[src/rtl/mipi_lane_pkt_ctrl.sv]
// Per-lane CSI-2 packet sequencer sitting behind the byte bit-slip aligner.
// Opens the aligner capture window, waits for sync, parses the 4-byte header,
// streams payload with first/last flags, captures the CRC and flags
// timeout / early-end / bad word-count conditions.
module mipi_lane_pkt_ctrl #(
  parameter int unsigned    SOT_TIMEOUT = 32,
  parameter int unsigned    WCW         = 16,
  parameter logic [WCW-1:0] MAX_WC      = WCW'(4096)
) (
  input  logic           clk,
  input  logic           rstn,
  input  logic           hs_active,
  input  logic           byte_gate,
  input  logic           found_sot,
  input  logic [7:0]     actual_byte,
  output logic           frame_start,
  output logic           hdr_valid,
  output logic [7:0]     data_id,
  output logic [WCW-1:0] word_count,
  output logic [7:0]     ecc,
  output logic           pay_valid,
  output logic [7:0]     pay_byte,
  output logic           pay_first,
  output logic           pay_last,
  output logic [15:0]    crc,
  output logic           pkt_done,
  output logic           err_timeout,
  output logic           err_early_end,
  output logic           err_wc
);

  localparam int unsigned HCW = $clog2(SOT_TIMEOUT + 1);

  typedef enum logic [2:0] {StIdle, StHunt, StHdr, StPayload, StCrc, StWaitLp} state_e;

  state_e state_q, state_d;

  logic           byte_vld_q, hs_q, hs_rise;
  logic [HCW-1:0] hunt_q, hunt_d, hunt_inc;
  logic [1:0]     hdr_idx_q, hdr_idx_d;
  logic [7:0]     hdr0_q, hdr0_d, hdr1_q, hdr1_d, hdr2_q, hdr2_d;
  logic [WCW-1:0] hdr_wc;
  logic [WCW-1:0] remaining_q, remaining_d;
  logic           first_q, first_d;
  logic           crc_hi_q, crc_hi_d;

  logic           hdr_valid_q, hdr_valid_d;
  logic [7:0]     data_id_q, data_id_d, ecc_q, ecc_d;
  logic [WCW-1:0] word_count_q, word_count_d;
  logic           pay_valid_q, pay_valid_d, pay_first_q, pay_first_d, pay_last_q, pay_last_d;
  logic [7:0]     pay_byte_q, pay_byte_d;
  logic [15:0]    crc_q, crc_d;
  logic           pkt_done_q, pkt_done_d;
  logic           err_timeout_q, err_timeout_d;
  logic           err_early_end_q, err_early_end_d;
  logic           err_wc_q, err_wc_d;

  assign hs_rise  = hs_active & ~hs_q;
  // Saturating hunt counter increment.
  assign hunt_inc = (hunt_q == HCW'(SOT_TIMEOUT)) ? hunt_q : hunt_q + HCW'(1);
  assign hdr_wc   = WCW'({hdr2_q, hdr1_q});

  // Offset is held while a packet is in flight, cleared otherwise.
  assign frame_start = (state_q == StHunt) || (state_q == StHdr) ||
                       (state_q == StPayload) || (state_q == StCrc);

  assign hdr_valid     = hdr_valid_q;
  assign data_id       = data_id_q;
  assign word_count    = word_count_q;
  assign ecc           = ecc_q;
  assign pay_valid     = pay_valid_q;
  assign pay_byte      = pay_byte_q;
  assign pay_first     = pay_first_q;
  assign pay_last      = pay_last_q;
  assign crc           = crc_q;
  assign pkt_done      = pkt_done_q;
  assign err_timeout   = err_timeout_q;
  assign err_early_end = err_early_end_q;
  assign err_wc        = err_wc_q;

  // Next-state and registered-output computation.
  always_comb begin
    state_d         = state_q;
    hunt_d          = hunt_q;
    hdr_idx_d       = hdr_idx_q;
    hdr0_d          = hdr0_q;
    hdr1_d          = hdr1_q;
    hdr2_d          = hdr2_q;
    remaining_d     = remaining_q;
    first_d         = first_q;
    crc_hi_d        = crc_hi_q;
    data_id_d       = data_id_q;
    word_count_d    = word_count_q;
    ecc_d           = ecc_q;
    pay_byte_d      = pay_byte_q;
    crc_d           = crc_q;
    hdr_valid_d     = 1'b0;
    pay_valid_d     = 1'b0;
    pay_first_d     = 1'b0;
    pay_last_d      = 1'b0;
    pkt_done_d      = 1'b0;
    err_timeout_d   = 1'b0;
    err_early_end_d = 1'b0;
    err_wc_d        = 1'b0;

    unique case (state_q)
      StIdle: begin
        hunt_d = '0;
        if (hs_rise) state_d = StHunt;
      end
      StHunt: begin
        if (!hs_active) begin
          state_d = StIdle;
        end else if (byte_vld_q) begin
          if (found_sot) begin
            state_d   = StHdr;
            hdr_idx_d = '0;
          end else begin
            hunt_d = hunt_inc;
            if (hunt_inc == HCW'(SOT_TIMEOUT)) begin
              err_timeout_d = 1'b1;
              state_d       = StWaitLp;
            end
          end
        end
      end
      StHdr: begin
        if (!hs_active) begin
          err_early_end_d = 1'b1;
          state_d         = StIdle;
        end else if (byte_vld_q) begin
          case (hdr_idx_q)
            2'd0: begin hdr0_d = actual_byte; hdr_idx_d = 2'd1; end
            2'd1: begin hdr1_d = actual_byte; hdr_idx_d = 2'd2; end
            2'd2: begin hdr2_d = actual_byte; hdr_idx_d = 2'd3; end
            default: begin
              data_id_d    = hdr0_q;
              word_count_d = hdr_wc;
              ecc_d        = actual_byte;
              hdr_valid_d  = 1'b1;
              if (hdr0_q[5:0] < 6'h10) begin
                pkt_done_d = 1'b1;
                state_d    = StWaitLp;
              end else if ((hdr_wc == '0) || (hdr_wc > MAX_WC)) begin
                err_wc_d = 1'b1;
                state_d  = StWaitLp;
              end else begin
                remaining_d = hdr_wc;
                first_d     = 1'b1;
                state_d     = StPayload;
              end
            end
          endcase
        end
      end
      StPayload: begin
        if (!hs_active) begin
          err_early_end_d = 1'b1;
          state_d         = StIdle;
        end else if (byte_vld_q) begin
          pay_valid_d = 1'b1;
          pay_byte_d  = actual_byte;
          pay_first_d = first_q;
          pay_last_d  = (remaining_q == WCW'(1));
          first_d     = 1'b0;
          if (remaining_q != '0) remaining_d = remaining_q - WCW'(1);
          if (remaining_q <= WCW'(1)) begin
            crc_hi_d = 1'b0;
            state_d  = StCrc;
          end
        end
      end
      StCrc: begin
        if (!hs_active) begin
          err_early_end_d = 1'b1;
          state_d         = StIdle;
        end else if (byte_vld_q) begin
          if (!crc_hi_q) begin
            crc_d[7:0] = actual_byte;
            crc_hi_d   = 1'b1;
          end else begin
            crc_d[15:8] = actual_byte;
            crc_hi_d    = 1'b0;
            pkt_done_d  = 1'b1;
            state_d     = StWaitLp;
          end
        end
      end
      StWaitLp: begin
        if (!hs_active) state_d = StIdle;
      end
      default: state_d = StIdle;
    endcase
  end

  // State, counters and output registers.
  always_ff @(posedge clk or negedge rstn) begin
    if (!rstn) begin
      state_q         <= StIdle;
      byte_vld_q      <= 1'b0;
      hs_q            <= 1'b0;
      hunt_q          <= '0;
      hdr_idx_q       <= '0;
      hdr0_q          <= '0;
      hdr1_q          <= '0;
      hdr2_q          <= '0;
      remaining_q     <= '0;
      first_q         <= 1'b0;
      crc_hi_q        <= 1'b0;
      hdr_valid_q     <= 1'b0;
      data_id_q       <= '0;
      word_count_q    <= '0;
      ecc_q           <= '0;
      pay_valid_q     <= 1'b0;
      pay_byte_q      <= '0;
      pay_first_q     <= 1'b0;
      pay_last_q      <= 1'b0;
      crc_q           <= '0;
      pkt_done_q      <= 1'b0;
      err_timeout_q   <= 1'b0;
      err_early_end_q <= 1'b0;
      err_wc_q        <= 1'b0;
    end else begin
      state_q         <= state_d;
      byte_vld_q      <= byte_gate;
      hs_q            <= hs_active;
      hunt_q          <= hunt_d;
      hdr_idx_q       <= hdr_idx_d;
      hdr0_q          <= hdr0_d;
      hdr1_q          <= hdr1_d;
      hdr2_q          <= hdr2_d;
      remaining_q     <= remaining_d;
      first_q         <= first_d;
      crc_hi_q        <= crc_hi_d;
      hdr_valid_q     <= hdr_valid_d;
      data_id_q       <= data_id_d;
      word_count_q    <= word_count_d;
      ecc_q           <= ecc_d;
      pay_valid_q     <= pay_valid_d;
      pay_byte_q      <= pay_byte_d;
      pay_first_q     <= pay_first_d;
      pay_last_q      <= pay_last_d;
      crc_q           <= crc_d;
      pkt_done_q      <= pkt_done_d;
      err_timeout_q   <= err_timeout_d;
      err_early_end_q <= err_early_end_d;
      err_wc_q        <= err_wc_d;
    end
  end

endmodule
[config.mk]
export PLATFORM = sky130hd
export DESIGN_NAME = mipi_lane_pkt_ctrl
export DESIGN_NICKNAME = d
export VERILOG_FILES = /design/src/rtl/mipi_lane_pkt_ctrl.sv
export SDC_FILE = /design/constraint.sdc
export NUM_CORES = 1
export LEC_CHECK = 0
export ABC_CLOCK_PERIOD_IN_PS = 2500
export CELL_PAD_IN_SITES_DETAIL_PLACEMENT = 0
export CELL_PAD_IN_SITES_GLOBAL_PLACEMENT = 1
export CORE_AREA = 2 2 120 122
export CTS_CLUSTER_SIZE = 25
export DETAILED_ROUTE_END_ITERATION = 8
export DIE_AREA = 0 0 122 124
export GPL_ROUTABILITY_DRIVEN = 1
export PLACE_DENSITY_LB_ADDON = 0.1
export SYNTH_ARGS = -nofsm -noshare
export SYNTH_HDL_FRONTEND = slang
export SYNTH_SLANG_ARGS = --single-unit
[constraint.sdc]
create_clock -name clk -period 2.5 [get_ports clk]
set_input_delay 0.25 -clock clk [delete_from_list [all_inputs] [get_ports clk]]
set_output_delay 0.25 -clock clk [all_outputs]
set_load 0.02 [all_outputs]
==> results_dict.tcl, run 1 <==
set metrics [dict create \
    numCtsBuffers 17 \
    power.total_w 0.00642 \
    insertion_delay_ns 0.42 \
    drt_first_pass_iters 4 \
    setup_viol 0 \
    setup_tns_ns 0 \
    start_util 0.392 \
    rsz0062_at_grt "no" \
    grt_usage 0.194 \
    htreeDepth 4 \
    mappedNetlistArea_sq_um 5380 \
    leakagePower_nw 3.14 \
    yosysSeqAreaShare 0.553 \
    area_growth_pct 28.8 \
    die_h_um 124 \
    utilization 0.505 \
    crit_path_max_fanout 14 \
    clockBufferDepth 2 \
    tightest_slew_ns 0.742 \
    regToRegSetupSlack_ns 0.22 \
    drt_iter0_markers 340 \
    synth.avg_cell_area_sq_um 11.9 \
    antenna_found_initial 0 \
    cts.sinks 119 \
    fillCellCount 1286 \
    max_freq_mhz 423 \
    power_density_nw_per_um2 925 \
    grt_max_degree 56 \
    grtUsageMet3 0.0655 \
    cts_root_buf "clkbuf_16" \
    reg2reg_from "hdr1_q[7]" \
    post_cts.repair.setup_buffers 0 \
    timing.final.crit_share 0.946 \
    portBuffers 77 \
    final_nets 565 \
    place_congestion 0.814 \
    ys_ff_latch 119 \
    wl_um 13500 \
    hold_path.class "in -> reg" \
    grt_pass1_wl_um 21700 \
    synth.top_cells.by_area "dfrtp_1 (55%), mux2_2 (17%), o21ai_0 (3.1%)" \
    grt_overflow 0 \
    slew_violations 0 \
    core_area_sq_um 13700 \
    vias 3887 \
    relSlewSlack 0.505 \
    num_rows 43 \
    timing.rr.end "remaining_q[3]" \
    async_flop_share 1.00 \
    use_met1 0.262 \
    die_w_um 122 \
    cts_tree "yes" \
    synth_nets 472 \
    synth_top_area_cell "dfrtp_1" \
    drcViolationCount 0 \
    ir_drop_v 0.000573 \
    cts_hold_buf 1 \
    yosysTopAreaCellShare 0.553 \
    dp_hpwl_um 9290 \
    cp-start-kind "flip-flop" \
    final_layout_size_suffix_gt1_frac 0.242 \
    end_kind "output port" \
    ys_types 59 \
    viasPerCell 5.30 \
    cp-endpoint "frame_start" \
    grt_pass1_vias 4001 \
    synth-warning-count 0 \
    die-area_sq_um 15100 \
    maxCapViolations 0 \
    grt.met2_usage 0.291 \
    synth_enable_flop_cells 0 \
    postSynthCellCount 451 \
    synthFlopType "dfrtp_1" \
    hold_viol_final 0 \
    critPathKind "reg -> out" \
    crit_arrival_ns 2.12 \
    ant_nets 0 \
    busiest_layer "met2" \
    antenna_cells 0 \
    cp.required_ns 2.25 \
    wl_per_cell_um 18.4 \
    reg2regPathDepth 7 \
    clkSlewWorstSetupHoldPaths_ns 0.05 \
    io_pins 78 \
    startpoint "state_q[0]" \
    fin_skew_ns 0.00860 \
    period_needed_ns 2.37 \
    cts_repair_resize_count 0 \
    status "finished clean" \
]
-- how the worst min path moves through the flow --
stage	from	end	slack [ns]	cells past startpoint
finish	byte_gate	byte_vld_q	0.28	1
global route	byte_gate	byte_vld_q	0.28	1
CTS	byte_gate	byte_vld_q	0.26	1
detailed placement	rstn	pay_byte[0]	0.35	1
global placement	rstn	pay_last	0.37	1
floorplan	rstn	byte_vld_q	-0.05	0
-- routing by layer --
metal  routed length (um)  part of all wire  vias up
li1                     -                 -     1826
met1                 6220              0.46     1943
met2                 6230              0.46      105
met3                  850             0.063       13
met4                  177             0.013        0
met5                    0                 0        -
-- worst max-delay path, stage by stage, from the launching register on --
cell and delay, ns:
dfrtp_1 0.51, nor2_1 0.40, xnor2_1 0.17, clkdlybuf4s50_1 0.62
-- registers in the layout (all words and copies together) (netlist names), 2 cells and up --
signal       flops
crc             16
remaining_q     16
word_count      16
data_id          8
ecc              8
hdr0_q           8
hdr1_q           8
hdr2_q           8
pay_byte         8
hunt_q           6
state_q          3
hdr_idx_q        2
-- kinds of logic after synthesis --
group / count (synthesis) / synth area share
fa+ha+maj: 8 / 0.0186
compound gates: 92 / 0.109
mux: 81 / 0.169
buf+inv: 34 / 0.0277
xor+xnor: 4 / 0.00651
simple gates: 113 / 0.116
flops: 119 / 0.553
-- where the power goes --
part	internal (W)	switching (W)	total, W
logic	0.000774	0.000908	0.00168
clock network	0.00133	0.000826	0.00216
registers	0.00225	0.000328	0.00258
total	0.00435	0.00206	0.00642
-- final cells by class --
| type | count | area, sq um | share of cell area |
|---|---|---|---|
| flip-flops and latches | 119 | 2980 | 0.429 |
| multi-input cells | 298 | 2260 | 0.326 |
| repair buffers | 92 | 896 | 0.129 |
| clock buffers | 19 | 433 | 0.0624 |
| well taps | 180 | 225 | 0.0325 |
| clock inverters | 10 | 85.1 | 0.0123 |
| inverters | 16 | 60.1 | 0.00866 |
-- Yosys cell counts (2+ instances only) --
cell type	count
dfrtp_1	119
mux2_2	79
nand2_1	34
o21ai_0	33
a21oi_1	21
nor2_1	19
inv_1	16
nand3_1	15
clkbuf_1	11
nor3_1	9
ha_1	8
nor4_1	6
o22ai_1	6
a22o_1	5
buf_2	5
nand2b_1	5
o21ai_1	4
nor2b_1	3
nor4_2	3
o31ai_1	3
a21o_1	2
a31oi_1	2
buf_6	2
nand4_1	2
nand4b_1	2
o2bb2ai_1	2
xnor2_1	2
xor2_1	2
-- placed cells by master, fill, tap and decap left out, drive strengths merged, types with 2 or more instances in the layout --
| cell type | Yosys | final |
|---|---|---|
| a21o | 2 | 2 |
| a21oi | 22 | 22 |
| a22o | 5 | 5 |
| a31oi | 2 | 2 |
| a32oi | 2 | 2 |
| buf | 7 | 15 |
| clkbuf | 11 | 19 |
| clkdlybuf4s50 | 0 | 76 |
| clkinv | 0 | 5 |
| clkinvlp | 0 | 4 |
| dfrtp | 119 | 119 |
| ha | 8 | 8 |
| inv | 16 | 16 |
| mux2 | 80 | 80 |
| nand2 | 34 | 34 |
| nand2b | 5 | 5 |
| nand3 | 16 | 16 |
| nand4 | 2 | 2 |
| nand4b | 2 | 2 |
| nor2 | 19 | 19 |
| nor2b | 3 | 3 |
| nor3 | 9 | 9 |
| nor4 | 10 | 10 |
| nor4b | 2 | 2 |
| o21ai | 37 | 37 |
| o22ai | 6 | 6 |
| o2bb2ai | 2 | 2 |
| o31ai | 4 | 4 |
| or3b | 2 | 2 |
| xnor2 | 2 | 2 |
| xor2 | 2 | 2 |
-- per-stage QoR --
| step | cells | hold WS [ns] | cell area (sq um) | setup WS [ns] |
|---|---|---|---|---|
| final | 734 | 0.279 | 6930 | 0.134 |
| after global routing | 734 | 0.283 | 6930 | 0.0584 |
| after CTS | 734 | 0.265 | 6930 | 0.119 |
| after detailed placement | 704 | 0.351 | 6410 | 0.238 |
| after global placement | 704 | 0.373 | 6410 | 0.245 |
| after floorplan | 451 | -0.0456 | 5380 | 0.431 |
Power figures use the tool's default switching activity.
==> inputs of run 2 (changes only) <==
--- a/config.mk
+++ b/config.mk
@@ -12,7 +12,6 @@
 export CTS_CLUSTER_SIZE = 25
 export DETAILED_ROUTE_END_ITERATION = 8
 export DIE_AREA = 0 0 122 124
-export GPL_ROUTABILITY_DRIVEN = 1
 export PLACE_DENSITY_LB_ADDON = 0.1
 export SYNTH_ARGS = -nofsm -noshare
 export SYNTH_HDL_FRONTEND = slang
==> results of run 2 <==
No change in the layout: final DEF, timing and power equal those of run 1.
==> inputs of run 3 (changes only) <==
--- a/config.mk
+++ b/config.mk
@@ -5,7 +5,7 @@
 export SDC_FILE = /design/constraint.sdc
 export NUM_CORES = 1
 export LEC_CHECK = 0
-export ABC_CLOCK_PERIOD_IN_PS = 2500
+export ABC_CLOCK_PERIOD_IN_PS = 2950
 export CELL_PAD_IN_SITES_DETAIL_PLACEMENT = 0
 export CELL_PAD_IN_SITES_GLOBAL_PLACEMENT = 1
 export CORE_AREA = 2 2 120 122
==> constraint.sdc (replaced) <==
create_clock -name clk -period 2.95 [get_ports clk]
set_input_delay 0.295 -clock clk [delete_from_list [all_inputs] [get_ports clk]]
set_output_delay 0.295 -clock clk [all_outputs]
set_load 0.1 [all_outputs]
==> run 3 against run 2 <==
Compared with the run above: utilization decreased by 0.91 points; critical endpoint is now remaining_q[3]; clock power about the same; sequential cell count unchanged; critical path type is now reg -> reg; final area decreased by 1.8%; worst hold slack improved by 0.052 ns; sequential share of layout area increased by 0.79 points; wire length decreased by 0.66%; first-iteration DRC count decreased by 25%; final cell count decreased by 0.54%; count of clock-buffer cells in the layout increased by 2; clock skew about the same; global-route usage decreased by 0.42 points.
==> results_dict.tcl, run 3 (same netlist as run 1, synthesis figures left out) <==
set metrics [dict create \
    wl_per_cell_um 18.3 \
    wl_um 13400 \
    cts_tree "yes" \
    setup_viol 0 \
    ir_drop_v 0.000624 \
    cp-start-kind "flip-flop" \
    timing.final.crit_share 0.810 \
    status "finished clean" \
    dp_hpwl_um 9110 \
    viasPerCell 5.32 \
    final_layout_size_suffix_gt1_frac 0.355 \
    cp.required_ns 3.25 \
    insertion_delay_ns 0.42 \
    cpMaxStageDelayCell "or3b_4" \
    die_w_um 122 \
    grt_overflow 0 \
    slew_violations 0 \
    final_common_cell "dfrtp_1" \
    ant_nets 0 \
    vias 3886 \
    switchingPower_w 0.00257 \
    crit_buf_inv 1 \
    area_growth_pct 26.5 \
    hold_viol_final 0 \
    grt_pass1_wl_um 21500 \
    numCtsBuffers 17 \
    max_freq_mhz 418 \
    die_h_um 124 \
    relSlewSlack 0.514 \
    regArea_sq_um 2980 \
    cp.depth 7 \
    num_rows 43 \
    crit_chain "nor4_2, a31oi_1, or3b_4, a21oi_4, buf_4, o21ai_0, a22o_1" \
    critPathKind "reg -> reg" \
    htreeDepth 4 \
    clockBufferDepth 2 \
    crit_path_max_fanout 26 \
    cts_repair_resize_count 0 \
    portBuffers 77 \
    period_needed_ns 2.39 \
    regToRegSetupSlack_ns 0.56 \
    clkSlewWorstSetupHoldPaths_ns 0.05 \
    power.total_w 0.00644 \
    switching_share 0.399 \
    rsz0062_at_grt "no" \
    power_density_nw_per_um2 946 \
    hold_path.class "in -> reg" \
    mostFrequentLayoutCells "dfrtp_1 (119), mux2_2 (79), buf_4 (72), nand2_1 (34), o21ai_0 (33)" \
    drcViolationCount 0 \
    antenna_found_initial 0 \
    fillCellCount 1251 \
    cts_root_buf "clkbuf_16" \
    multi_input_area_sq_um 2260 \
    power_frac_comb 0.328 \
    place_congestion 0.818 \
    p_clk_frac 0.330 \
    leakagePower_nw 3.27 \
    seqPwrFrac 0.341 \
    end_kind "flip-flop" \
    timing.rr.end "remaining_q[3]" \
    tightest_slew_ns 0.728 \
    final_nets 558 \
    cp-endpoint "remaining_q[3]" \
    hold_ws_ns 0.332 \
    internal_power_w 0.00387 \
    io_pins 78 \
    crit_arrival_ns 2.69 \
    fin_skew_ns 0.00847 \
    antenna_cells 0 \
    maxCapViolations 0 \
    grt_usage 0.190 \
    drt_first_pass_iters 5 \
    drt_iter0_markers 255 \
    die-area_sq_um 15100 \
    grt_pass1_vias 3909 \
    core_area_sq_um 13700 \
    start_util 0.392 \
    place_ws_ns 0.502 \
    reg2regPathDepth 7 \
    grt_max_degree 51 \
    utilization 0.496 \
    cts.sinks 119 \
    startpoint "hdr1_q[7]" \
    setup_ws_ns 0.560 \
    cp_top_family "simple AND/OR/NAND/NOR gates" \
    reg2reg_from "hdr1_q[7]" \
    setup_tns_ns 0 \
    slowest_delay_ns 0.46 \
]
==> run 3: changes by cell type in the layout (fill, tap and decap cells not counted), sizes merged <==
cell,before,now
bufinv,1,3
buf,15,73
clkdlybuf4s50,76,11
clkbuf,19,21
clkinv,5,3
inv,16,17
==> run 3: worst reg2reg max path, cell delays in order (launching register included) <==
cell and delay, ns:
dfrtp_1 0.42, nor4_2 0.37, a31oi_1 0.17, or3b_4 0.46, a21oi_4 0.24, buf_4 0.30
o21ai_0 0.14, a22o_1 0.19
==> run 3: power by group through the flow <==
| stage | Combinational, W | Clock [W] | Sequential (W) |
|---|---|---|---|
| final | 0.00211 | 0.00213 | 0.00220 |
| after global placement | 0.00212 | 0 | 0.00221 |
| after detailed placement | 0.00211 | 0 | 0.00222 |
| after floorplan | 0.000864 | 0 | 0.00294 |
| after global routing | 0.00225 | 0.00225 | 0.00225 |
| after CTS | 0.00212 | 0.00218 | 0.00219 |
==> run 3: layout make-up <==
class,count,share of cell area
tap,180,0.0331
multi-input combinational,298,0.331
clock buffer,21,0.0676
clock inverter,11,0.0217
inverter,16,0.00882
timing repair buffer,85,0.100
sequential,119,0.437
==> run 3: how the worst min path moves through the flow <==
stage               slack, ns      start              end  cells after the start
floorplan             -0.0006       rstn       byte_vld_q                      0
global placement         0.39       rstn   remaining_q[9]                      1
detailed placement       0.40       rstn  remaining_q[11]                      1
CTS                      0.32  byte_gate       byte_vld_q                      1
global route             0.32  byte_gate       byte_vld_q                      1
finish                   0.33  byte_gate       byte_vld_q                      1
==> run 3: what timing repair did <==
action	CTS	global route
endpoints found under the hold margin	48	0
hold buffers	1	0
setup buffers	0	0
==> run 3: per-stage QoR <==
step | std cells | area [sq um]
after CTS | 730 | 6810
after floorplan | 451 | 5380
after global placement | 697 | 6190
after detailed placement | 697 | 6190
after global routing | 730 | 6810
final | 730 | 6810
==> run 3: metal layers <==
layer  up-vias  track usage  part of all wire
met5         -            0                 0
met4         0       0.0639             0.014
met3        14       0.0604             0.069
met2       115        0.286              0.46
met1      1937        0.260              0.46
li1       1820            -                 -
